$ cat src/rtl/kf76489_volume_writer.sv
// KF76489 volume command writer: maps a linear level to an attenuation code and writes the latch byte.
// Optional build macro KF76489_SKIP_REDUNDANT_EN suppresses writes that would not change a channel's attenuation.
module kf76489_volume_writer #(
  parameter int unsigned READY_TIMEOUT = 255
) (
  input  logic       clock,
  input  logic       reset,
  input  logic       req_valid,
  output logic       req_ready,
  input  logic [1:0] req_channel,
  input  logic [5:0] req_level,
  output logic [7:0] data_bus_out,
  output logic       chip_enable_n,
  output logic       write_enable_n,
  input  logic       ready,
  output logic       busy,
  output logic [3:0] last_attenuation,
  output logic       timeout_error
);

  typedef enum logic [2:0] {
    IDLE,
    SETUP,
    STROBE,
    WAIT_READY,
    RELEASE
  } state_t;

  // Nearest entry of the chip level table; ties go to the louder (smaller) code.
  function automatic logic [3:0] level_to_atten(input logic [5:0] level);
    logic [3:0] n;
    if (level >= 6'd57)      n = 4'd0;
    else if (level >= 6'd45) n = 4'd1;
    else if (level >= 6'd36) n = 4'd2;
    else if (level >= 6'd29) n = 4'd3;
    else if (level >= 6'd23) n = 4'd4;
    else if (level >= 6'd18) n = 4'd5;
    else if (level >= 6'd15) n = 4'd6;
    else if (level >= 6'd12) n = 4'd7;
    else if (level >= 6'd9)  n = 4'd8;
    else if (level >= 6'd7)  n = 4'd9;
    else if (level == 6'd6)  n = 4'd10;
    else if (level == 6'd5)  n = 4'd11;
    else if (level == 6'd4)  n = 4'd12;
    else if (level == 6'd3)  n = 4'd13;
    else if (level >= 6'd1)  n = 4'd14;
    else                     n = 4'd15;
    return n;
  endfunction

  state_t     state, state_next;
  logic [7:0] byte_q;
  logic [7:0] wait_cnt;
  logic [3:0] req_atten;
  logic       accept;
  logic       redundant;
  logic       timeout_hit;

`ifdef KF76489_SKIP_REDUNDANT_EN
  logic [3:0] shadow [4];
`endif

  assign req_ready   = (state == IDLE);
  assign busy        = (state != IDLE);
  assign accept      = req_valid && req_ready;
  assign req_atten   = level_to_atten(req_level);
  assign timeout_hit = ({1'b0, wait_cnt} + 9'd1) >= 9'(READY_TIMEOUT);

`ifdef KF76489_SKIP_REDUNDANT_EN
  assign redundant = (req_atten == shadow[req_channel]);
`else
  assign redundant = 1'b0;
`endif

  always_comb begin
    // NOTE: every output of this block is defaulted first so no path leaves it unassigned (no latch).
    state_next     = state;
    chip_enable_n  = 1'b0;
    write_enable_n = 1'b1;
    data_bus_out   = byte_q;
    case (state)
      IDLE: begin
        chip_enable_n = 1'b1;
        data_bus_out  = 8'h00;
        if (accept && !redundant) state_next = SETUP;
      end
      SETUP:  state_next = STROBE;
      STROBE: begin
        write_enable_n = 1'b0;
        state_next     = WAIT_READY;
      end
      WAIT_READY: begin
        write_enable_n = 1'b0;
        if (ready || timeout_hit) state_next = RELEASE;
      end
      RELEASE: state_next = IDLE;
      default: begin
        chip_enable_n = 1'b1;
        data_bus_out  = 8'h00;
        state_next    = IDLE;
      end
    endcase
  end

  always_ff @(posedge clock) begin
    // NOTE: non-blocking assignments so every register samples pre-edge values.
    if (reset) begin
      state            <= IDLE;
      byte_q           <= 8'h00;
      last_attenuation <= 4'hF;
      timeout_error    <= 1'b0;
      wait_cnt         <= 8'd0;
`ifdef KF76489_SKIP_REDUNDANT_EN
      // NOTE: the shadow is reset because a redundant-write decision depends on its contents.
      for (int i = 0; i < 4; i++) shadow[i] <= 4'hF;
`endif
    end else begin
      state <= state_next;
      if (accept) begin
        byte_q           <= {1'b1, req_channel, 1'b1, req_atten};
        last_attenuation <= req_atten;
        timeout_error    <= 1'b0;
`ifdef KF76489_SKIP_REDUNDANT_EN
        shadow[req_channel] <= req_atten;
`endif
      end
      if (state == STROBE) wait_cnt <= 8'd0;
      else if (state == WAIT_READY) wait_cnt <= wait_cnt + 8'd1;
      if (state == WAIT_READY && !ready && timeout_hit) timeout_error <= 1'b1;
    end
  end

endmodule

$ cat config.mk
export PLATFORM = sky130hd
export DESIGN_NAME = kf76489_volume_writer
export DESIGN_NICKNAME = d
export VERILOG_FILES = /design/src/rtl/kf76489_volume_writer.sv
export SDC_FILE = /design/constraint.sdc
export NUM_CORES = 1
export LEC_CHECK = 0
export ABC_AREA = 1
export CELL_PAD_IN_SITES_DETAIL_PLACEMENT = 1
export CELL_PAD_IN_SITES_GLOBAL_PLACEMENT = 1
export CORE_ASPECT_RATIO = 1.2
export CORE_MARGIN = 2
export CORE_UTILIZATION = 31
export DETAILED_ROUTE_END_ITERATION = 6
export PLACE_DENSITY_LB_ADDON = 0.05
export SKIP_LAST_GASP = 1
export SLEW_MARGIN = 10
export SYNTH_ARGS = -nofsm -noshare
export SYNTH_HDL_FRONTEND = slang
export SYNTH_SLANG_ARGS = --single-unit
$ cat constraint.sdc
create_clock -name clock -period 1.4 [get_ports clock]
set_input_delay 0.14 -clock clock [delete_from_list [all_inputs] [get_ports clock]]
set_output_delay 0.14 -clock clock [all_outputs]
set_load 0.05 [all_outputs]
# Word-level counts from Yosys, hierarchy flattened

Index checks and enable logic that the tools add are counted.

Register bits: 24
Latch bits: 0
Memory bits (writable): 0
Bits in read-only memories: 0
Output and inout port bits: 17
Memories kept: 0

$add $sub $neg: 2
Multipliers: 0
Div/mod/pow operators: 0
Magnitude comparators: 12
Equality and inequality tests: 10
Shifts and indexed selects: 0
Multiplexer cells: 23
Bitwise logic cells: 0
Reduce and logical (&&, ||, !) cells: 12

Operators by type and width:

| kind                | number |
|---|---|
| $mux 4              | 8 |
| $eq 6x3->1 const B  | 3 |
| $ge 6x4->1 const B  | 3 |
| $ge 6x5->1 const B  | 3 |
| $ge 6x6->1 const B  | 3 |
| $mux 3              | 6 |
| $pmux 3 s4          | 1 |
| $add 8x1->9 const B | 1 |
| $ge 9x8->1 const B  | 1 |
| $add 8x1->8 const B | 1 |
| $mux 8              | 1 |
| $eq 3x2->1 const B  | 2 |
| $eq 6x2->1 const B  | 1 |
| $ge 6x1->1 const B  | 1 |
| $ge 6x3->1 const B  | 1 |
| $mux 1              | 5 |
| $mux 2              | 2 |
| $reduce_or 2->1     | 2 |
| $reduce_or 4->1     | 1 |
| $eq 3x1->1 const B  | 1 |
| $eq 3x3->1 const B  | 1 |
| $logic_and 1x1->1   | 3 |
| $logic_not 3->1     | 1 |
| $reduce_bool 3->1   | 1 |
| 6 further kinds     | 6 |

# Longest topological paths before layout

Gate-level depths: netlist of the first run.

Word-level depth: 16
Gate-level depth with buffers: 15
Gate-level depth less buffers: 15

# Least setup slack after synthesis of the first run

No wires, ideal clock.

Path kind: reg2out
From: register state[2]
To: output data_bus_out[7]
Arrival: 2.087 ns
Slack: -0.827 ns
Stages on the path, launching flop included: 7
Path through: dfxtp_1 nor2_1 nand2_1 nand2_1 a31oi_2 nor2_1 buf_4

Word-level cells in the longest chain between the ends: 3
Elaborated cells on any way between the ends: 6

Ends and longest elaborated chain:

| what                                     | RTL line | text |
|---|---|---|
| from (decl)                              | 51       | `state_t state, state_next;` |
| from (signal assigned)                   | 118      | `state <= state_next;` |
| $eq 3x2->1, or another cell as far along | 81       | `case (state)` |
| $reduce_or 4->1 (no source line) *       | --       |  |
| $mux 8 *                                 | 81       |  |
| to (decl)                                | 12       | `output logic [7:0] data_bus_out,` |

Every way passes the cells marked *; elsewhere a longest branch is shown, timed or not.

# Worst setup path in the final report of the first run

From: register wait_cnt[0]
To: register state[2]

Word-level cells in the longest chain between the ends: 5

Ends and longest elaborated chain:

| what                              | RTL line | text |
|---|---|---|
| from (decl)                       | 53       | `logic [7:0] wait_cnt;` |
| from (signal assigned)            | 128      | `else if (state == WAIT_READY) wait_cnt <= wait_cnt + 8'd1;` |
| $add 8x1->9                       | 67       | `assign timeout_hit = ({1'b0, wait_cnt} + 9'd1) >= 9'(READY_TIMEOUT);` |
| $ge 9x8->1                        | 67       |  |
| $logic_or 1x1->1                  | 94       | `if (ready \|\| timeout_hit) state_next = RELEASE;` |
| $ne 2x2->1 (no source line)       | --       |  |
| $reduce_and 2->1 (no source line) | --       |  |

No other way between the ends.
A chain may end at the register's enable or synchronous reset.

==> flow_summary.ini, run 1 <==
[detailed_routing]
drtAntennaViolNets = 0
initialDrtViolationCount = 49
vias = 1601
via_per_inst = 4.84
drtPass1Iterations = 4
wl_per_cell_um = 15.5
postRouteWirelength_um = 5110
drc = 0

[yosys]
netlist_area_um2 = 1320
netlist-cell-type-count = 29
syn_nets = 212
synth-main-ff-cell = dfxtp_1
yosys_register_bits = 23
synth-edff-count = 0
yosysWarnings = 0
syn_inst = 198
ys_seq_area_share_pct = 34.8
synth.avg_cell_area_um2 = 6.69
synth-async-reset-ratio_pct = 0

[setup_path]
reg2reg_depth = 9
required_ns = 1.60
ff2ff_setup_slack_ns = -0.30
end_kind = register
setup.worst_path.start_class = register
arrival_ns = 1.90
reg2reg_from = wait_cnt[0]$_SDFFE_PP0P_
slowest_delay_ns = 0.41
cp_cell_sequence = inv_4 -> ha_4 -> nor2_4 -> nor2_2 -> nor4_2 -> nand4_1 -> nand3_2 -> o21ai_2 -> nor2_2
timing.rr.end = state[2]$_SDFFE_PP0P_
critPathSlowestCell = dfxtp_4
critPathKind = reg -> reg
cpMostUsedCell = nor2_2
crit_fanout = 4

[global_route]
grt_antenna_before_repair = 0
grt_pass1_vias = 1643
grt_pass1_wl_um = 7550
grt_usage_pct = 20.1
grt_max_degree = 14
gr-total-overflow = 0

[cts]
hold_buffers = 0
cts_tree = yes
clock_latency_ns = 0.28
cts_made_buffers = 3
htree_num_levels = 1
cts_buffer_depth = 2
cts-root-buf = clkbuf_8
clock-sinks = 23
cts.clk_slew.worst_paths_ns = 0.10

[hold_path]
hold_end = byte_q[1]$_SDFFE_PP0P_
min_from = byte_q[1]$_SDFFE_PP0P_
hold_class = reg -> reg
holdPathStages = 2

[place]
hpwl_um = 3210
portBuffers = 28
gp_congestion = 0.935
dp_slack_ns = -0.467

[die]
placeableCoreArea_um2 = 4200
num_rows = 26
die_area_um2 = 4810
num_io_pins = 29
start_util_pct = 31.5
fp.dieH_um = 75.6
die_x_um = 63.7

[final_layout]
fill_cells = 508
antenna_cells = 0
finalNetCount = 290
area_delta_synth_final_pct = 88.8
drive_above_1_share_pct = 50.9

[sta]
fmax_mhz = 589
final.setup_skew_ns = 0.00700
setup_viol = 26
whs_ns = 0.478
timing.slew.headroom_pct = 71.6
fin_crit_sh_pct = 121
slew_violations = 0
hold_viol_final = 0
rsz0062_at_grt = true
worstMarginPinSlew_ns = 0.422
postLayoutSetupSlackWorst_ns = -0.297
fin_crit_ns = 1.70

[pwr]
ir_drop_mv = 0.442
powerDensity_nw_per_um2 = 954
p_leak_nw = 1.09

[run_status]
status = finished, violations left
violations = negative setup slack

[flow_run]
maxCapViolations = 0
-- cell usage in the layout (no fill, tap or decap), types with 5 or more instances in the layout --
master and n:
buf_4 39, a21oi_2 12, clkdlybuf4s50_1 6, dfxtp_1 17
buf_12 8, a21oi_1 6, nor2_1 10, buf_6 15
nand2_1 34, nand2_2 9, dfxtp_4 5, nor2_4 13
inv_2 5, dlygate4sd2_1 5, o21ai_0 9, inv_1 26
-- registers in the layout, indices dropped and copies added, names as in the netlist --
name and count:
byte_q 7, wait_cnt 8, timeout_error 1, state 3, last_attenuation 4
-- power breakdown --
group / leakage, nW / switching (W) / internal (W)
Combinational: 0.875 / 0.000639 / 0.000530
Clock: 0.0255 / 0.000247 / 0.000200
Sequential: 0.192 / 0.0000633 / 0.000707
-- final cells by class --
cell class / instances / area [µm²] / share of cell area, %
multi-input cells: 135 / 962 / 38.5
repair buffers: 77 / 786 / 31.4
flip-flops and latches: 23 / 480 / 19.2
inverters: 35 / 148 / 5.91
well taps: 56 / 70.1 / 2.80
clock buffers: 3 / 41.3 / 1.65
repair inverters: 1 / 7.51 / 0.300
clock inverters: 1 / 5.00 / 0.200
-- critical path: cells and delay by family, from the launching register on --
family,cells,cell delay [ns]
compound gates,1,0.08
simple gates,6,0.89
buf+inv,1,0.05
fa+ha+maj,1,0.22
flops,1,0.41
-- routing by layer --
layer | routed length (µm) | track usage (%) | vias to the layer above
li1 | - | - | 786
met4 | 111 | 7.49 | 0
met1 | 1850 | 21.0 | 774
met2 | 3030 | 40.7 | 29
met3 | 116 | 3.25 | 12
met5 | 0 | 0 | -
-- Yosys cell counts (all sizes together) (2+ instances only) --
cell,n,area [µm²]
a21oi,18,97.6
a31oi,2,18.8
buf,4,22.5
dfxtp,23,460
ha,2,25.0
inv,35,131
nand2,44,168
nand3,9,55.1
nand4,3,18.8
nor2,26,113
o211ai,2,15.0
o21ai,16,83.8
o31ai,2,15.0
xnor2,2,17.5
xor2,5,43.8
-- logic make-up (layout without fill, tap and decap cells) --
| family | after synthesis | count (layout) | synth area share, % |
|---|---|---|---|
| flops | 23 | 23 | 34.8 |
| fa+ha+maj | 2 | 2 | 1.89 |
| buf+inv | 40 | 117 | 11.9 |
| simple gates | 84 | 84 | 28.1 |
| xor+xnor | 7 | 7 | 4.63 |
| compound gates | 42 | 42 | 18.7 |
-- worst max path at each step --
stage                        startpoint                endpoint  depth (start not counted)
6_report       wait_cnt[0]$_SDFFE_PP0P_   state[2]$_SDFFE_PP0P_                          9
5_1_grt        wait_cnt[0]$_SDFFE_PP0P_   state[2]$_SDFFE_PP0P_                          9
4_1_cts           state[0]$_SDFFE_PP0P_         data_bus_out[4]                          7
3_5_place_dp               req_level[1]  byte_q[1]$_SDFFE_PP0P_                          7
3_3_place_gp               req_level[1]  byte_q[1]$_SDFFE_PP0P_                          7
2_1_floorplan     state[0]$_SDFFE_PP0P_         data_bus_out[7]                          7
-- repair_timing --
action / CTS / global route
endpoints found under the setup margin: 22 / 34
gates resized for setup: 41 / 40
pin swaps: 17 / 12
gates cloned: 0 / 1
buffers inserted: 11 / 9
-- metrics by stage --
stage | total power [W] | cells | cell area, µm² | TNS, ns | util (%)
2_1_floorplan | 0.00129 | 198 | 1450 | -3.15 | -
3_3_place_gp | 0.00168 | 308 | 2060 | -2.63 | 49.0
3_5_place_dp | 0.00171 | 308 | 2060 | -3.37 | 49.0
4_1_cts | 0.00225 | 323 | 2320 | -3.28 | 55.2
5_1_grt | 0.00249 | 331 | 2500 | -6.66 | 59.6
6_report | 0.00239 | 331 | 2500 | -5.01 | 59.6
Power figures use the tool's default switching activity.
==> inputs of run 2 (changes only) <==
Settings changed: CORE_UTILIZATION 31 to 30.
==> run 2 against run 1 <==
The run still ends with negative setup slack left; count of clock-buffer cells in the layout did not move; sequential cell count did not move; die area increased by 3.1%; critical path type is now reg -> out; critical endpoint is now data_bus_out[4].
==> flow_summary.ini, run 2 (synthesized netlist as in run 1, its figures left out) <==
[die]
die_x_um = 64.6
fp.dieH_um = 76.8
die_area_um2 = 4960
num_rows = 26
start_util_pct = 31.1
num_io_pins = 29
placeableCoreArea_um2 = 4260

[setup_path]
required_ns = 1.26
timing.rr.end = timeout_error$_SDFFE_PP0P_
reg2reg_from = wait_cnt[0]$_SDFFE_PP0P_
slowest_delay_ns = 0.37
ff2ff_setup_slack_ns = -0.16
setup.worst_path.start_class = register
end_kind = output port
crit_fanout = 8
critPathKind = reg -> out
cp_cell_sequence = nor2_4 -> nand2_2 -> nand2_4 -> a31oi_4 -> buf_12 -> nor2_4 -> buf_8
cp-startpoint = state[0]$_SDFFE_PP0P_
arrival_ns = 1.51
cpMostUsedCell = nor2_4
reg2reg_depth = 9
critPathSlowestCell = dfxtp_4

[place]
gp_congestion = 0.822
portBuffers = 28
dp.cells = 304
hpwl_um = 3470

[cts]
clock-sinks = 23
htree_num_levels = 1
cts_buffer_depth = 2
cts-root-buf = clkbuf_8
clock_latency_ns = 0.27
cts_made_buffers = 3
cts_tree = yes
cts.clk_slew.worst_paths_ns = 0.08

[sta]
final.setup_skew_ns = 0.00453
whs_ns = 0.472
rsz0062_at_grt = true
timing.slew.headroom_pct = 74.2
postLayoutSetupSlackWorst_ns = -0.250
fmax_mhz = 606
fin_crit_ns = 1.65
fin_crit_sh_pct = 118
hold_viol_final = 0
slew_violations = 0
setup_viol = 18
worstMarginPinSlew_ns = 0.377

[hold_path]
min_from = byte_q[2]$_SDFFE_PP0P_
hold_end = byte_q[2]$_SDFFE_PP0P_
hold_class = reg -> reg
holdPathStages = 2

[pwr]
powerDensity_nw_per_um2 = 960
p_leak_nw = 1.06
ir_drop_mv = 0.541

[detailed_routing]
wl_met1_um = 1720
via_per_inst = 4.82
postRouteWirelength_um = 4980
vias = 1546
drtAntennaViolNets = 0
wl_met2_um = 3110
drtPass1Iterations = 4
top_layer = met4
met3RoutedLength_um = 71
drc = 0
initialDrtViolationCount = 56
wl_per_cell_um = 15.5

[final_layout]
layout.cells.non_filler = 321
regArea_um2 = 480
top_register = wait_cnt
drive_above_1_share_pct = 46.8
mostFrequentLayoutCell = nand2_1
largest_register_ffs = 8
multi_input_area_um2 = 952
finalNetCount = 280
antenna_cells = 0
area_delta_synth_final_pct = 82.7
fill_cells = 510
mostFrequentLayoutCells = 36 x nand2_1, 34 x buf_4, 25 x inv_1, 17 x dfxtp_1, 13 x nor2_4
reg.largest.list = wait_cnt (8), byte_q (7), last_attenuation (4)

[global_route]
grt_max_degree = 14
gr-total-overflow = 0
grt_antenna_before_repair = 0
grt_pass1_vias = 1675
grt_usage_pct = 19.6
grt_pass1_wl_um = 7660

[run_status]
status = finished, violations left
violations = negative setup slack

[flow_run]
maxCapViolations = 0
==> run 2: cell count changes in the layout (fill, tap and decap cells not counted), moves of 3 or more <==
cell,previous run,this run
buf_6,15,8
buf_4,39,34
a21oi_1,6,10
a21oi_2,12,8
nand2_2,9,5
buf_12,8,11
inv_4,1,4
o21ai_2,4,1
==> run 2: stage by stage <==
step	util (%)	instance area [µm²]	setup TNS (ns)	worst slack (ns)	power [W]
finish	56.8	2420	-2.52	-0.250	0.00232
global route	56.8	2420	-4.19	-0.302	0.00243
detailed placement	48.4	2060	-3.38	-0.457	0.00174
floorplan	-	1450	-3.15	-0.264	0.00129
global placement	48.4	2060	-2.42	-0.392	0.00171
CTS	54.2	2310	-2.22	-0.196	0.00226
==> run 2: worst max path at each step <==
stage | endpoint | slack (ns) | cells past startpoint
finish | data_bus_out[4] | -0.25 | 7
global route | data_bus_out[7] | -0.30 | 7
CTS | timeout_error$_SDFFE_PP0P_ | -0.20 | 9
detailed placement | byte_q[0]$_SDFFE_PP0P_ | -0.46 | 16
global placement | last_attenuation[0]$_SDFFE_PP1P_ | -0.39 | 15
floorplan | data_bus_out[7] | -0.26 | 7
==> run 2: final cells by class <==
| type | instances | share of cell area [%] |
|---|---|---|
| sequential | 23 | 19.9 |
| clock inverter | 1 | 0.207 |
| multi-input combinational | 135 | 39.4 |
| timing repair buffer | 67 | 29.5 |
| tap | 56 | 2.90 |
| clock buffer | 3 | 1.71 |
| timing repair inverter | 1 | 0.207 |
| inverter | 35 | 6.21 |
==> run 2: power by group <==
part           leakage [nW]  total, W  switching [W]  internal [W]
Combinational         0.838   0.00113       0.000629      0.000500
Clock                0.0255  0.000421       0.000222      0.000199
Sequential            0.192  0.000771      0.0000640      0.000707
==> run 2: metal layers <==
layer / track usage (%) / vias up
li1: - / 763
met3: 2.05 / 7
met5: 0 / -
met1: 17.7 / 761
met4: 7.45 / 0
met2: 41.9 / 15
==> run 2: timing repair <==
| item | CTS | global route |
|---|---|---|
| setup buffers | 8 | 4 |
| hold buffers | 0 | 0 |
| cloned | 0 | 1 |
| endpoints found under the setup margin | 24 | 30 |
| gates resized for setup | 44 | 21 |
| pin swaps | 16 | 12 |
| hold endpoints to repair | 0 | 0 |
==> run 2: critical path, delay by kind of cell, from the launching register on <==
family / cells / cell delay (ns)
and+or+nand+nor: 4 / 0.48
buffers and inverters: 2 / 0.33
AOI/OAI and AO/OA: 1 / 0.04
DFF: 1 / 0.37
==> inputs of run 3 (changes only) <==
Settings changed: PLACE_DENSITY from default to 0.84, PLACE_DENSITY_LB_ADDON 0.05 to default, RECOVER_POWER from default to 50.
==> run 3 against run 2 <==
The flow still finishes with violations (negative setup slack); global-route usage grew 1.1 points; routed wire length grew 0.70%; non-clock buffer count shrank 6; clock power grew 4.8%; first-iteration DRC count shrank 54%; sequential share of layout area grew 0.73 points; final area shrank 3.3%; critical path depth grew 1; largest power group unchanged; combinational power shrank 6%.
==> flow_summary.ini, run 3 (synthesized netlist as in run 1, its figures left out) <==
[run_status]
status = finished, violations left
violations = negative setup slack

[detailed_routing]
vias = 1533
wl_per_cell_um = 16.0
drtPass1Iterations = 4
postRouteWirelength_um = 5020
via_per_inst = 4.88
drtAntennaViolNets = 0
drc = 0
initialDrtViolationCount = 26

[final_layout]
antenna_cells = 0
area_delta_synth_final_pct = 76.7
largest_register_ffs = 8
mostFrequentLayoutCell = nand2_1
finalNetCount = 273
fill_cells = 515
drive_above_1_share_pct = 45.3
top_register = wait_cnt
reg.largest.list = wait_cnt (8), byte_q (7), last_attenuation (4)
mostFrequentLayoutCells = 35 x nand2_1, 25 x inv_1, 25 x buf_4, 16 x dfxtp_1, 13 x buf_6

[setup_path]
setup.worst_path.start_class = register
critPathSlowestCell = dfxtp_4
critPathKind = reg -> out
required_ns = 1.26
crit_fanout = 8
reg2reg_from = wait_cnt[1]$_SDFFE_PP0P_
ff2ff_setup_slack_ns = -0.24
cp_cell_sequence = inv_4 -> nor2_4 -> nand2_4 -> nand2_4 -> a31oi_4 -> buf_12 -> nor2_4 -> buf_6
end_kind = output port
timing.rr.end = timeout_error$_SDFFE_PP0P_
reg2reg_depth = 9
arrival_ns = 1.51
slowest_delay_ns = 0.39

[sta]
fin_crit_ns = 1.65
timing.slew.headroom_pct = 65.3
fin_setup_tns_ns = -3.06
hold_viol_final = 0
slew_violations = 0
setup_viol = 23
postLayoutSetupSlackWorst_ns = -0.246
rsz0062_at_grt = true
final.setup_skew_ns = 0.00743
worstMarginPinSlew_ns = 0.519
fin_crit_sh_pct = 118
fmax_mhz = 608

[cts]
cts_buffer_depth = 2
clock-sinks = 23
cts_made_buffers = 3
clock_latency_ns = 0.28
cts.clk_slew.worst_paths_ns = 0.09
htree_num_levels = 1
cts_tree = yes
cts-root-buf = clkbuf_8

[die]
num_rows = 26
num_io_pins = 29
die_x_um = 64.6
start_util_pct = 31.1
die_area_um2 = 4960
placeableCoreArea_um2 = 4260
fp.dieH_um = 76.8

[global_route]
grt_pass1_wl_um = 7990
grt_pass1_vias = 1721
grt_usage_pct = 20.7
grt_antenna_before_repair = 0
grt_max_degree = 14
gr-total-overflow = 0

[flow_run]
maxCapViolations = 0

[place]
gp_congestion = 0.774
hpwl_um = 3190
portBuffers = 28

[pwr]
seq_power_share_pct = 33.7
sw_frac_of_total_pct = 40.7
p_leak_nw = 1.03
ir_drop_mv = 0.402
powerDensity_nw_per_um2 = 969
total_power_w = 0.00227
p_int_w = 0.00134
combPwrFrac_pct = 46.8
power_switching_w = 0.000922
clock_power_share_pct = 19.5

[hold_path]
holdPathStages = 2
hold_end = byte_q[3]$_SDFFE_PP0P_
min_from = byte_q[3]$_SDFFE_PP0P_
hold_class = reg -> reg
## run 3: changes by cell type in the layout (fill, tap and decap cells not counted), sizes merged
cell | before | now
inv | 34 | 35
clkdlybuf4s15 | 1 | 0
buf | 56 | 45
clkinvlp | 2 | 0
dlymetal6s2s | 0 | 4
clkbuf | 3 | 4
dlygate4sd2 | 5 | 6
## run 3: layer usage
metal,share of wire (%),vias to the layer above,global-route usage [%]
met4,5.8,0,10.9
met3,2.0,21,2.05
met2,54,37,40.1
met1,38,727,21.2
li1,-,748,-
met5,0,-,0
## run 3: per-stage QoR
step	area (µm²)	cells	setup slack, ns	utilization (%)	hold slack (ns)
after floorplan	1450	198	-0.264	-	0.221
after global placement	2030	303	-0.388	47.7	0.449
after detailed placement	2030	303	-0.430	47.7	0.467
after CTS	2260	314	-0.188	52.9	0.475
after global routing	2340	314	-0.387	54.9	0.499
final	2340	314	-0.246	54.9	0.469
## run 3: cell type report
type	count	area, µm²	area share (%)
Timing Repair Buffer	61	622	26.6
Clock buffer	3	41.3	1.77
Sequential cell	23	482	20.6
Multi-Input combinational cell	135	972	41.6
Inverter	35	146	6.26
Tap cell	56	70.1	3.00
Clock inverter	1	5.00	0.214
## run 3: worst max-delay path: cells and delay by family (launching register included)
family	cells	cell delay, ns
buf+inv	3	0.38
flops	1	0.39
simple gates	4	0.39
compound gates	1	0.05
## run 3: power groups by stage
| stage | logic (W) | clock network [W] | registers [W] |
|---|---|---|---|
| after floorplan | 0.000478 | 0 | 0.000814 |
| after global placement | 0.000899 | 0 | 0.000773 |
| after detailed placement | 0.000923 | 0 | 0.000775 |
| after CTS | 0.000984 | 0.000448 | 0.000767 |
| after global routing | 0.00112 | 0.000474 | 0.000771 |
| final | 0.00106 | 0.000441 | 0.000765 |
## run 3: worst max-delay path by stage
stage / from / to / slack, ns
after detailed placement: req_level[5] / last_attenuation[0]$_SDFFE_PP1P_ / -0.43
after floorplan: state[0]$_SDFFE_PP0P_ / data_bus_out[7] / -0.26
after CTS: wait_cnt[0]$_SDFFE_PP0P_ / timeout_error$_SDFFE_PP0P_ / -0.19
final: state[0]$_SDFFE_PP0P_ / data_bus_out[7] / -0.25
after global routing: wait_cnt[1]$_SDFFE_PP0P_ / state[2]$_SDFFE_PP0P_ / -0.39
after global placement: req_level[3] / last_attenuation[0]$_SDFFE_PP1P_ / -0.39
## run 3: repair_timing
action                                  in CTS  in global routing
pin swaps                                   18                  8
endpoints found under the setup margin      22                 33
resized for setup                           44                 27
hold buffers                                 0                  0
setup buffers                                7                  4
cloned                                       0                  0
